[src/rtl/i2c_bit_timer_if.sv]
// Bus between the I2C master FSM / SCL pad side and the SCL bit-timing engine.
// master = FSM and pad side, slave = the bit timer.
interface i2c_bit_timer_if #(
  parameter int unsigned CNT_W = 10
) ();

  logic             start;
  logic             stop;
  logic [CNT_W-1:0] div_val;
  logic             scl_in;
  logic             scl_oe;
  logic [CNT_W-1:0] count;
  logic [1:0]       phase;
  logic             tick_drive;
  logic             tick_sample;
  logic             bit_done;
  logic             busy;
  logic             stretching;
  logic             stretch_timeout;

  modport master (
    output start, stop, div_val, scl_in,
    input  scl_oe, count, phase, tick_drive, tick_sample, bit_done,
           busy, stretching, stretch_timeout
  );

  modport slave (
    input  start, stop, div_val, scl_in,
    output scl_oe, count, phase, tick_drive, tick_sample, bit_done,
           busy, stretching, stretch_timeout
  );

endinterface

[src/rtl/i2c_bit_timer.sv]
// Programmable SCL bit-timing engine: quarter-phase decode, drive/sample strobes,
// clock-stretch detection with timeout. Define I2C_BIT_TIMER_SYNC_EN to synchronise scl_in.
module i2c_bit_timer #(
  parameter int unsigned CNT_W   = 10,
  parameter int unsigned MIN_DIV = 8,
  parameter int unsigned SETTLE  = 2,
  parameter int unsigned TO_W    = 16,
  parameter int unsigned TIMEOUT = 50000
) (
  input logic            clk,
  input logic            reset,
  i2c_bit_timer_if.slave sif
);

  localparam int unsigned EW = CNT_W + 2;

  typedef enum logic [1:0] {
    S_IDLE    = 2'd0,
    S_RUN     = 2'd1,
    S_STRETCH = 2'd2,
    S_ABORT   = 2'd3
  } state_e;

  state_e            state_q, state_d;
  logic [CNT_W-1:0]  count_q, count_d;
  logic [CNT_W-1:0]  d_q, d_d;
  logic [TO_W-1:0]   to_q, to_d;
  logic [1:0]        phase_q, phase_d;
  logic              scl_oe_q, scl_oe_d;
  logic              tick_drive_q, tick_drive_d;
  logic              tick_sample_q, tick_sample_d;
  logic              bit_done_q, bit_done_d;
  logic              busy_q, busy_d;
  logic              stretching_q, stretching_d;
  logic              stretch_timeout_q, stretch_timeout_d;

  logic              scl_s;
  logic [CNT_W-1:0]  d_load;
  logic [EW-1:0]     q_cur, q2_cur;
  logic [EW-1:0]     q_n, q2_n, q3_n, cnt_n;

`ifdef I2C_BIT_TIMER_SYNC_EN
  logic scl_meta_q, scl_meta_d;
  logic scl_sync_q, scl_sync_d;

  // Two-flop synchroniser; idles high like a released bus
  always_comb begin
    scl_meta_d = sif.scl_in;
    scl_sync_d = scl_meta_q;
  end

  always_ff @(posedge clk) begin
    if (reset) begin
      scl_meta_q <= 1'b1;
      scl_sync_q <= 1'b1;
    end else begin
      scl_meta_q <= scl_meta_d;
      scl_sync_q <= scl_sync_d;
    end
  end

  assign scl_s = scl_sync_q;
`else
  assign scl_s = sif.scl_in;
`endif

  // Next-state, counter and divider latch
  always_comb begin
    state_d = state_q;
    count_d = count_q;
    d_d     = d_q;
    to_d    = to_q;
    d_load  = (sif.div_val < CNT_W'(MIN_DIV)) ? CNT_W'(MIN_DIV) : sif.div_val;
    q_cur   = EW'(d_q >> 2);
    q2_cur  = q_cur << 1;

    unique case (state_q)
      S_IDLE: begin
        count_d = '0;
        if (sif.start) begin
          state_d = S_RUN;
          d_d     = d_load;
        end
      end
      S_RUN: begin
        if (count_q == d_q - CNT_W'(1)) begin
          count_d = '0;
          d_d     = d_load;
        end else if ((EW'(count_q) == q2_cur + EW'(SETTLE)) && !scl_s) begin
          state_d = S_STRETCH;
          to_d    = '0;
        end else begin
          count_d = count_q + CNT_W'(1);
        end
      end
      S_STRETCH: begin
        if (scl_s) begin
          state_d = S_RUN;
          count_d = count_q + CNT_W'(1);
        end else if (to_q == TO_W'(TIMEOUT - 1)) begin
          state_d = S_ABORT;
        end else begin
          to_d = to_q + TO_W'(1);
        end
      end
      S_ABORT: begin
        state_d = S_IDLE;
        count_d = '0;
      end
      default: begin
        state_d = S_IDLE;
        count_d = '0;
      end
    endcase

    // stop beats everything, including a simultaneous start
    if (sif.stop) begin
      state_d = S_IDLE;
      count_d = '0;
      d_d     = d_q;
    end
  end

  // Outputs are decoded from next-cycle values so the registered strobes line up with count
  always_comb begin
    q_n   = EW'(d_d >> 2);
    q2_n  = q_n << 1;
    q3_n  = q2_n + q_n;
    cnt_n = EW'(count_d);

    scl_oe_d          = (state_d == S_RUN) && (cnt_n < q2_n);
    tick_drive_d      = (state_d == S_RUN) && (cnt_n == q_n);
    tick_sample_d     = (state_d == S_RUN) && (cnt_n == q3_n);
    bit_done_d        = (state_d == S_RUN) && (count_d == d_d - CNT_W'(1));
    busy_d            = (state_d != S_IDLE);
    stretching_d      = (state_d == S_STRETCH);
    stretch_timeout_d = (state_d == S_ABORT);

    if (state_d == S_IDLE)   phase_d = 2'd0;
    else if (cnt_n < q_n)    phase_d = 2'd0;
    else if (cnt_n < q2_n)   phase_d = 2'd1;
    else if (cnt_n < q3_n)   phase_d = 2'd2;
    else                     phase_d = 2'd3;
  end

  always_ff @(posedge clk) begin
    if (reset) begin
      state_q           <= S_IDLE;
      count_q           <= '0;
      d_q               <= CNT_W'(MIN_DIV);
      to_q              <= '0;
      phase_q           <= 2'd0;
      scl_oe_q          <= 1'b0;
      tick_drive_q      <= 1'b0;
      tick_sample_q     <= 1'b0;
      bit_done_q        <= 1'b0;
      busy_q            <= 1'b0;
      stretching_q      <= 1'b0;
      stretch_timeout_q <= 1'b0;
    end else begin
      state_q           <= state_d;
      count_q           <= count_d;
      d_q               <= d_d;
      to_q              <= to_d;
      phase_q           <= phase_d;
      scl_oe_q          <= scl_oe_d;
      tick_drive_q      <= tick_drive_d;
      tick_sample_q     <= tick_sample_d;
      bit_done_q        <= bit_done_d;
      busy_q            <= busy_d;
      stretching_q      <= stretching_d;
      stretch_timeout_q <= stretch_timeout_d;
    end
  end

  assign sif.scl_oe          = scl_oe_q;
  assign sif.count           = count_q;
  assign sif.phase           = phase_q;
  assign sif.tick_drive      = tick_drive_q;
  assign sif.tick_sample     = tick_sample_q;
  assign sif.bit_done        = bit_done_q;
  assign sif.busy            = busy_q;
  assign sif.stretching      = stretching_q;
  assign sif.stretch_timeout = stretch_timeout_q;

endmodule

[src/flat_wrapper.sv]
// flat-port wrapper written by rule: the top's interface ports become plain ports
module i2c_bit_timer_flat 
#(
  parameter int unsigned CNT_W   = 10,
  parameter int unsigned MIN_DIV = 8,
  parameter int unsigned SETTLE  = 2,
  parameter int unsigned TO_W    = 16,
  parameter int unsigned TIMEOUT = 50000
)
  (clk, reset, sif_start, sif_stop, sif_div_val, sif_scl_in, sif_scl_oe, sif_count, sif_phase, sif_tick_drive, sif_tick_sample, sif_bit_done, sif_busy, sif_stretching, sif_stretch_timeout);
  i2c_bit_timer_if #(.CNT_W(CNT_W)) sif_i ();
  input logic clk;
  input logic reset;
  input wire logic [$bits(sif_i.start)-1:0] sif_start;
  input wire logic [$bits(sif_i.stop)-1:0] sif_stop;
  input wire logic [$bits(sif_i.div_val)-1:0] sif_div_val;
  input wire logic [$bits(sif_i.scl_in)-1:0] sif_scl_in;
  output wire logic [$bits(sif_i.scl_oe)-1:0] sif_scl_oe;
  output wire logic [$bits(sif_i.count)-1:0] sif_count;
  output wire logic [$bits(sif_i.phase)-1:0] sif_phase;
  output wire logic [$bits(sif_i.tick_drive)-1:0] sif_tick_drive;
  output wire logic [$bits(sif_i.tick_sample)-1:0] sif_tick_sample;
  output wire logic [$bits(sif_i.bit_done)-1:0] sif_bit_done;
  output wire logic [$bits(sif_i.busy)-1:0] sif_busy;
  output wire logic [$bits(sif_i.stretching)-1:0] sif_stretching;
  output wire logic [$bits(sif_i.stretch_timeout)-1:0] sif_stretch_timeout;
  assign sif_i.start = sif_start;
  assign sif_i.stop = sif_stop;
  assign sif_i.div_val = sif_div_val;
  assign sif_i.scl_in = sif_scl_in;
  assign sif_scl_oe = sif_i.scl_oe;
  assign sif_count = sif_i.count;
  assign sif_phase = sif_i.phase;
  assign sif_tick_drive = sif_i.tick_drive;
  assign sif_tick_sample = sif_i.tick_sample;
  assign sif_bit_done = sif_i.bit_done;
  assign sif_busy = sif_i.busy;
  assign sif_stretching = sif_i.stretching;
  assign sif_stretch_timeout = sif_i.stretch_timeout;
  i2c_bit_timer #(.CNT_W(CNT_W), .MIN_DIV(MIN_DIV), .SETTLE(SETTLE), .TO_W(TO_W), .TIMEOUT(TIMEOUT)) u_core (.clk(clk), .reset(reset), .sif(sif_i));
endmodule
[config.mk]
export PLATFORM = sky130hd
export DESIGN_NAME = i2c_bit_timer_flat
export DESIGN_NICKNAME = d
export VERILOG_FILES = /design/src/rtl/i2c_bit_timer_if.sv /design/src/rtl/i2c_bit_timer.sv /design/src/flat_wrapper.sv
export SDC_FILE = /design/constraint.sdc
export NUM_CORES = 1
export LEC_CHECK = 0
export BUFFER_PORTS_ARGS = -buffer_cell sky130_fd_sc_hd__buf_2
export CORE_ASPECT_RATIO = 0.7
export CORE_MARGIN = 2
export CORE_UTILIZATION = 40
export CTS_CLUSTER_DIAMETER = 60
export CTS_CLUSTER_SIZE = 20
export DETAILED_ROUTE_END_ITERATION = 8
export GPL_TIMING_DRIVEN = 0
export SLEW_MARGIN = 15
export SYNTH_ARGS = -nofsm -noshare
export SYNTH_HDL_FRONTEND = slang
export SYNTH_SLANG_ARGS = --single-unit
[constraint.sdc]
create_clock -name clk -period 4.8 [get_ports clk]
set_input_delay 0 -clock clk [delete_from_list [all_inputs] [get_ports clk]]
set_output_delay 0 -clock clk [all_outputs]
set_load 0.03 [all_outputs]
# Word level (Yosys, flattened, before mapping)
# Index checks and enable logic that the tools add are counted.
[word_totals]
register_bits = 47
in_bits = 15
[op_classes]
n_addsub = 6
order_cmp = 4
n_eq_ne = 16
n_mux = 24
reduce_logical = 14
[op_table]
columns = ["cell", "count"]
rows = [
  ["two-way mux 10 bit", 8],
  ["two-way mux 16 bit", 4],
  ["one-hot mux 16 bit (2 select lines)", 1],
  ["one-hot mux 10 bit (3 select lines)", 1],
  ["== test 10 x 12 -> 1 bit", 2],
  ["== test 10 bit", 2],
  ["one-hot mux 10 bit (2 select lines)", 1],
  ["subtractor 10 x 1 -> 10 bit, second input constant", 2],
  ["adder 16 x 1 -> 16 bit, second input constant", 1],
  ["== test 16 bit, second input constant", 1],
  ["less-than comparator 10 x 12 -> 1 bit", 1],
  ["two-way mux 2 bit", 6],
  ["adder 10 x 1 -> 10 bit, second input constant", 1],
  ["adder 9 x 2 -> 10 bit, second input constant", 1],
  ["adder 9 x 8 -> 10 bit", 1],
  ["== test 10 x 8 -> 1 bit", 1],
  ["less-than comparator 10 x 4 -> 1 bit, second input constant", 1],
  ["less-than comparator 10 x 8 -> 1 bit", 1],
  ["less-than comparator 10 x 9 -> 1 bit", 1],
  ["== test 2 bit, second input constant", 4],
  ["one-hot mux 2 bit (4 select lines)", 1],
  ["!= test 2 bit, second input constant", 3],
  ["logical AND 1 bit", 5],
  ["AND reduction 5 bit", 1],
  ["other kinds (9)", 13],
]

# Longest topological paths before layout
[logic_depth]
depth_word = 10
mapped_depth = 25
depth_no_buf = 23

# Worst setup path before layout
# Ideal clock, no wire load.
[synth_path]
path_kind = "reg2reg"
start = "register u_core.count_q[3], in the netlist u_core.sif.count[3]"
end = "register u_core.phase_q[0], in the netlist u_core.sif.phase[0]"
arrival_time_ns = 4.373
required_time_ns = 4.671
path_slack_ns = 0.298
path_stages_with_launch = 21
path_buffers = 1
period_less_slack_ns = 4.502
path_cell_list = "dfxtp_1 inv_1 or3_1 a41o_1 a32oi_4 a21oi_4 buf_4 a21oi_1 inv_2 ha_1 fa_1 a21oi_1 o22ai_1 xnor2_1 ha_1 nor2b_1 o21ai_0 nand2b_1 a21oi_1 a2bb2oi_1 a21oi_1"
[synth_between]
elab_cells_between_ends = 24
cone_classes = "add/sub (2); order compare (3); eq/ne (2); mux (14); reduce/logical (3)"
[synth_lines]
columns = ["element", "line", "text"]
rows = [
  ["from (decl)", "i2c_bit_timer.sv:25", "logic [CNT_W-1:0] count_q, count_d;"],
  ["from (signal assigned)", "i2c_bit_timer.sv:162", "count_q <= count_d;"],
  ["== test 10 bit (*)", "i2c_bit_timer.sv:86", "if (count_q == d_q - CNT_W'(1)) begin"],
  ["two-way mux 10 bit (*)", "i2c_bit_timer.sv:86", ""],
  ["one-hot mux 10 bit (2 select lines) (*)", "i2c_bit_timer.sv:77", "unique case (state_q)"],
  ["two-way mux 10 bit (*)", "i2c_bit_timer.sv:117", "if (sif.stop) begin"],
  ["via u_core.d_d[3]", "i2c_bit_timer.sv:26", "logic [CNT_W-1:0] d_q, d_d;"],
  ["adder 9 x 8 -> 10 bit", "i2c_bit_timer.sv:128", "q3_n = q2_n + q_n;"],
  ["less-than comparator 10 x 12 -> 1 bit", "i2c_bit_timer.sv:142", "else if (cnt_n < q3_n) phase_d = 2'd2;"],
  ["two-way mux 1 bit", "i2c_bit_timer.sv:142", ""],
  ["two-way mux 1 bit", "i2c_bit_timer.sv:141", "else if (cnt_n < q2_n) phase_d = 2'd1;"],
  ["to (signal assigned)", "i2c_bit_timer.sv:165", "phase_q <= phase_d;"],
  ["to (decl)", "i2c_bit_timer.sv:28", "logic [1:0] phase_q, phase_d;"],
]
# Mark *: on every way through the listed nets, which the timed path passes. The rest lies on a longest branch.
# A chain may end at the register's enable or synchronous reset.

# Worst setup path in the final report
[layout_path]
start = "register u_core.d_q[2]"
end = "register u_core.phase_q[0], in the netlist u_core.sif.phase[0]"
[layout_between]
elab_cells_between_ends = 25
cone_classes = "add/sub (3); order compare (3); eq/ne (2); mux (14); reduce/logical (3)"
[layout_lines]
columns = ["element", "line", "text"]
rows = [
  ["from (decl)", "i2c_bit_timer.sv:26", ""],
  ["from (signal assigned)", "i2c_bit_timer.sv:150", "d_q <= CNT_W'(MIN_DIV);"],
  ["subtractor 10 x 1 -> 10 bit", "i2c_bit_timer.sv:86", ""],
  ["== test 10 bit", "i2c_bit_timer.sv:86", ""],
  ["two-way mux 10 bit", "i2c_bit_timer.sv:86", ""],
  ["one-hot mux 10 bit (2 select lines)", "i2c_bit_timer.sv:77", ""],
  ["two-way mux 10 bit (*)", "i2c_bit_timer.sv:117", ""],
  ["via u_core.d_d[2]", "i2c_bit_timer.sv:26", ""],
  ["adder 9 x 8 -> 10 bit", "i2c_bit_timer.sv:128", ""],
  ["less-than comparator 10 x 12 -> 1 bit", "i2c_bit_timer.sv:142", ""],
  ["two-way mux 1 bit", "i2c_bit_timer.sv:142", ""],
  ["two-way mux 1 bit", "i2c_bit_timer.sv:141", ""],
]
# Marked as above.

==> flow_summary.json <==
{
  "outcome": "finished, final reports clean",
  "placedCellCount": 688,
  "achievable-frequency_mhz": 221.3,
  "postSynthRegisterBits": 47,
  "synth_enable_flop_cells": 0,
  "synthSimpleGateAreaFrac_pct": 24.93,
  "hpwlAfterDp_um": 9196,
  "period_share_pct": 94.13,
  "post_synthesis_cell_area_sq_mm": 0.004227,
  "skew_pair_late_insertion_delay_ns": 0.30,
  "synth_ff_type": "sky130_fd_sc_hd__dfxtp_1",
  "synth.area.mux_share_pct": 2.043,
  "final_layout_size_suffix_gt1_share_pct": 19.19,
  "drt_first_iter_violations": 370,
  "final-instance-count-excl-fill": 721,
  "timing.critical_path.arrival_ns": 4.69,
  "critical-path-max-stage-delay_ns": 0.52,
  "drt_first_pass_iters": 5,
  "std_cell_rows": 31,
  "number_of_nets_in_the_synthesized_netlist": 584,
  "die_width_um": 126.9,
  "avgRoutedWirePerCell_um": 17.02,
  "placed_cell_area_sq_mm": 0.004547,
  "critPathCaptureType": "flip-flop",
  "grt_first_pass_wirelength_um": 19840,
  "wirelength_um": 12280,
  "grt_antenna_before_repair": 0,
  "drv.max_cap_violation_count": 0,
  "cts.clk_slew.worst_paths_ns": 0.07,
  "first_global_vias": 3835,
  "cts.sinks": 47,
  "maxSlewHeadroom_pct": 29.92,
  "ys_async_sr_fraction_pct": 0,
  "ctsLongestPathBuffers": 2,
  "cts_buffers": 5,
  "final_cell_mix": "sky130_fd_sc_hd__nor2_1 (54), sky130_fd_sc_hd__dfxtp_1 (45), sky130_fd_sc_hd__ha_1 (43)",
  "post_drt_via_cell_ratio": 5.546,
  "finalHoldViolCount": 0,
  "die_area_sq_mm": 0.01142,
  "gp_routability_congestion": 0.9650,
  "final_core_area_utilization_pct": 48.52,
  "max-vdd-ir-drop_v": 0.0001258,
  "insertedDiodeCount": 0,
  "overflow": 0,
  "finalInstanceArea_sq_mm": 0.005006,
  "ctsHtreeMaxLevel": 2,
  "standard_cell_with_the_maximum_stage_delay_on_the_critical_path": "sky130_fd_sc_hd__fa_2",
  "synthesis.instances": 525,
  "num-nets-final": 647,
  "synth_xor_area_share_pct": 11.84,
  "synth_fa_ha_area_share_pct": 13.20,
  "powerDensity_mw_per_mm2": 218.6,
  "synth_area_leaders": "sky130_fd_sc_hd__dfxtp_1 (22%), sky130_fd_sc_hd__ha_1 (13%), sky130_fd_sc_hd__xnor2_1 (5.4%)",
  "hp-class": "in2reg",
  "crit_path_category": "reg2reg",
  "grt_usage_pct": 21.45,
  "max_slew.worst_pin.slew_ns": 1.040,
  "die_extent_in_y_um": 90.01,
  "synth_largest_type_area_fraction_pct": 22.26,
  "synth_top_family_by_area": "simple AND/OR/NAND/NOR gates",
  "final.min_clock_period_ns": 4.518,
  "layout.cells.most_common": "sky130_fd_sc_hd__nor2_1",
  "portBuffers": 31,
  "path_cells": "buf_6, inv_1, ha_1, and4bb_2, and3_1, o22ai_2, nor3_2, a21oi_4, buf_8, a2bb2oi_4, inv_1, ha_1, fa_2, inv_1, ha_1, a21oi_2, o21bai_1, a21oi_1, nor2b_1, o21ai_0, nand2b_1, a21oi_2, a2bb2oi_1, a21oi_1",
  "leakage_component_of_the_power_uw": 0.002233,
  "worst_case_clock_skew_ns": 0.007341,
  "synth-warning-count": 0,
  "syn_area_per_cell_sq_um": 8.051,
  "synth-compound-area-share_pct": 20.52,
  "ios": 34,
  "startpoint_kind_of_the_worst_setup_timing_path": "flip-flop",
  "worst_hold_slack_ns": 0.1094,
  "syn2layout_area_growth_pct": 18.44,
  "netlist-cell-type-count": 74,
  "clk_root_buffer_cell": "sky130_fd_sc_hd__clkbuf_16",
  "starting_utilization_of_the_core_area_pct": 40.97,
  "seq_area_frac_synth_pct": 22.26,
  "critical_path.max_fanout": 8,
  "worst_ep_required_time_ns": 4.97,
  "floorplan.core_area_sq_mm": 0.01032,
  "grt_max_degree": 18,
  "drtAntennaViolNets": 0,
  "tritoncts": "yes",
  "slew_violations": 0,
  "library_cell_occupying_the_most_area_in_the_post_synthesis_netlist": "sky130_fd_sc_hd__dfxtp_1",
  "setup_viol_count_final": 0,
  "detailroute.via_count": 3999,
  "drt_drc_violations_left": 0
}
[cell usage after synthesis, types with 3 or more instances]
library cell / n
sky130_fd_sc_hd__a211oi_1: 5
sky130_fd_sc_hd__a21o_1: 11
sky130_fd_sc_hd__a21oi_1: 39
sky130_fd_sc_hd__a31oi_1: 4
sky130_fd_sc_hd__and2_1: 4
sky130_fd_sc_hd__and3_1: 13
sky130_fd_sc_hd__and4_1: 4
sky130_fd_sc_hd__buf_2: 8
sky130_fd_sc_hd__buf_4: 3
sky130_fd_sc_hd__clkbuf_1: 8
sky130_fd_sc_hd__dfxtp_1: 47
sky130_fd_sc_hd__ha_1: 43
sky130_fd_sc_hd__inv_1: 29
sky130_fd_sc_hd__inv_2: 4
sky130_fd_sc_hd__mux2i_1: 5
sky130_fd_sc_hd__nand2_1: 34
sky130_fd_sc_hd__nand2b_1: 9
sky130_fd_sc_hd__nand3_1: 17
sky130_fd_sc_hd__nand3b_1: 4
sky130_fd_sc_hd__nand4_1: 9
sky130_fd_sc_hd__nand4b_1: 3
sky130_fd_sc_hd__nor2_1: 54
sky130_fd_sc_hd__nor2b_1: 6
sky130_fd_sc_hd__nor3_1: 12
sky130_fd_sc_hd__nor4_1: 4
sky130_fd_sc_hd__o211ai_1: 3
sky130_fd_sc_hd__o21a_1: 3
sky130_fd_sc_hd__o21ai_0: 14
sky130_fd_sc_hd__o21ai_1: 5
sky130_fd_sc_hd__o22ai_1: 3
sky130_fd_sc_hd__o31ai_1: 4
sky130_fd_sc_hd__or2_2: 3
sky130_fd_sc_hd__or3_1: 8
sky130_fd_sc_hd__or4_1: 3
sky130_fd_sc_hd__xnor2_1: 26
sky130_fd_sc_hd__xor2_1: 26
[kinds of logic (layout without fill, tap and decap cells)]
kind of cell    after synthesis  after routing
simple gates                198            198
compound gates              121            121
xor+xnor                     54             54
buf+inv                      53            117
flops                        47             47
fa+ha+maj                    44             44
mux                           8              8
[flip-flops by register name (all words and copies together) (netlist names), 2 cells and up]
name	cells
u_core.state_q	2
u_core.d_q	10
u_core.sif.phase	2
u_core.to_q	16
u_core.sif.count	10
[metal layers]
| metal | part of all wire [%] | global-route usage, % |
|---|---|---|
| met1 | 53 | 33.69 |
| met2 | 40 | 30.51 |
| met3 | 6.3 | 3.393 |
| met4 | 0.77 | 4.304 |
| met5 | 0 | 0 |
[final cells by class]
type | count | area, sq um
flip-flops and latches | 47 | 943.4
clock buffers | 5 | 125.1
clock inverters | 3 | 27.53
multi-input cells | 425 | 3158
repair buffers | 56 | 342.8
inverters | 33 | 127.6
plain buffers | 20 | 116.4
well taps | 132 | 165.2
fillers | 1003 | 5311
[through the flow]
stage	setup WS (ns)	power (uW)	TNS, ns
CTS	0.004297	1062	0
finish	0.2818	1094	0
detailed placement	-0.5737	681.1	-1.213
global placement	-0.5032	675.2	-1.011
global route	-0.03537	1149	-0.04819
floorplan	0.2979	618.3	0
[power breakdown]
part	internal, uW	switching, uW
Clock	199	169
Sequential	396	6.49
Combinational	142	183
[repair_timing]
item,CTS,global route
cloned,0,0
pin swaps,2,4
gates resized for setup,9,16
buffers inserted,5,20
hold buffers,0,0
setup endpoints to repair,3,5
[worst paths after layout]
path | slack [ns] | start | cells past startpoint | to
hold reg to reg | 0.50 | u_core.to_q[5]$_SDFFE_PP0P_ | 2 | u_core.to_q[5]$_SDFFE_PP0P_
setup reg to reg | 0.28 | u_core.d_q[2]$_SDFF_PP0_ | 24 | u_core.sif.phase[0]$_SDFF_PP0_
setup / recovery | 0.28 | u_core.d_q[2]$_SDFF_PP0_ | 24 | u_core.sif.phase[0]$_SDFF_PP0_
hold / removal | 0.11 | sif_div_val[1] | 5 | u_core.d_q[1]$_SDFF_PP0_
[critical path, delay by kind of cell, from the launching register on]
kind                     cells  cell delay, ns
buffers and inverters        5            0.54
AND/OR/NAND/NOR              5            0.69
AO/OA/AOI/OAI               10            1.54
adder cells (fa/ha/maj)      4            1.27
flip-flops                   1            0.38
Note: power is estimated with default switching activity, not from simulation.
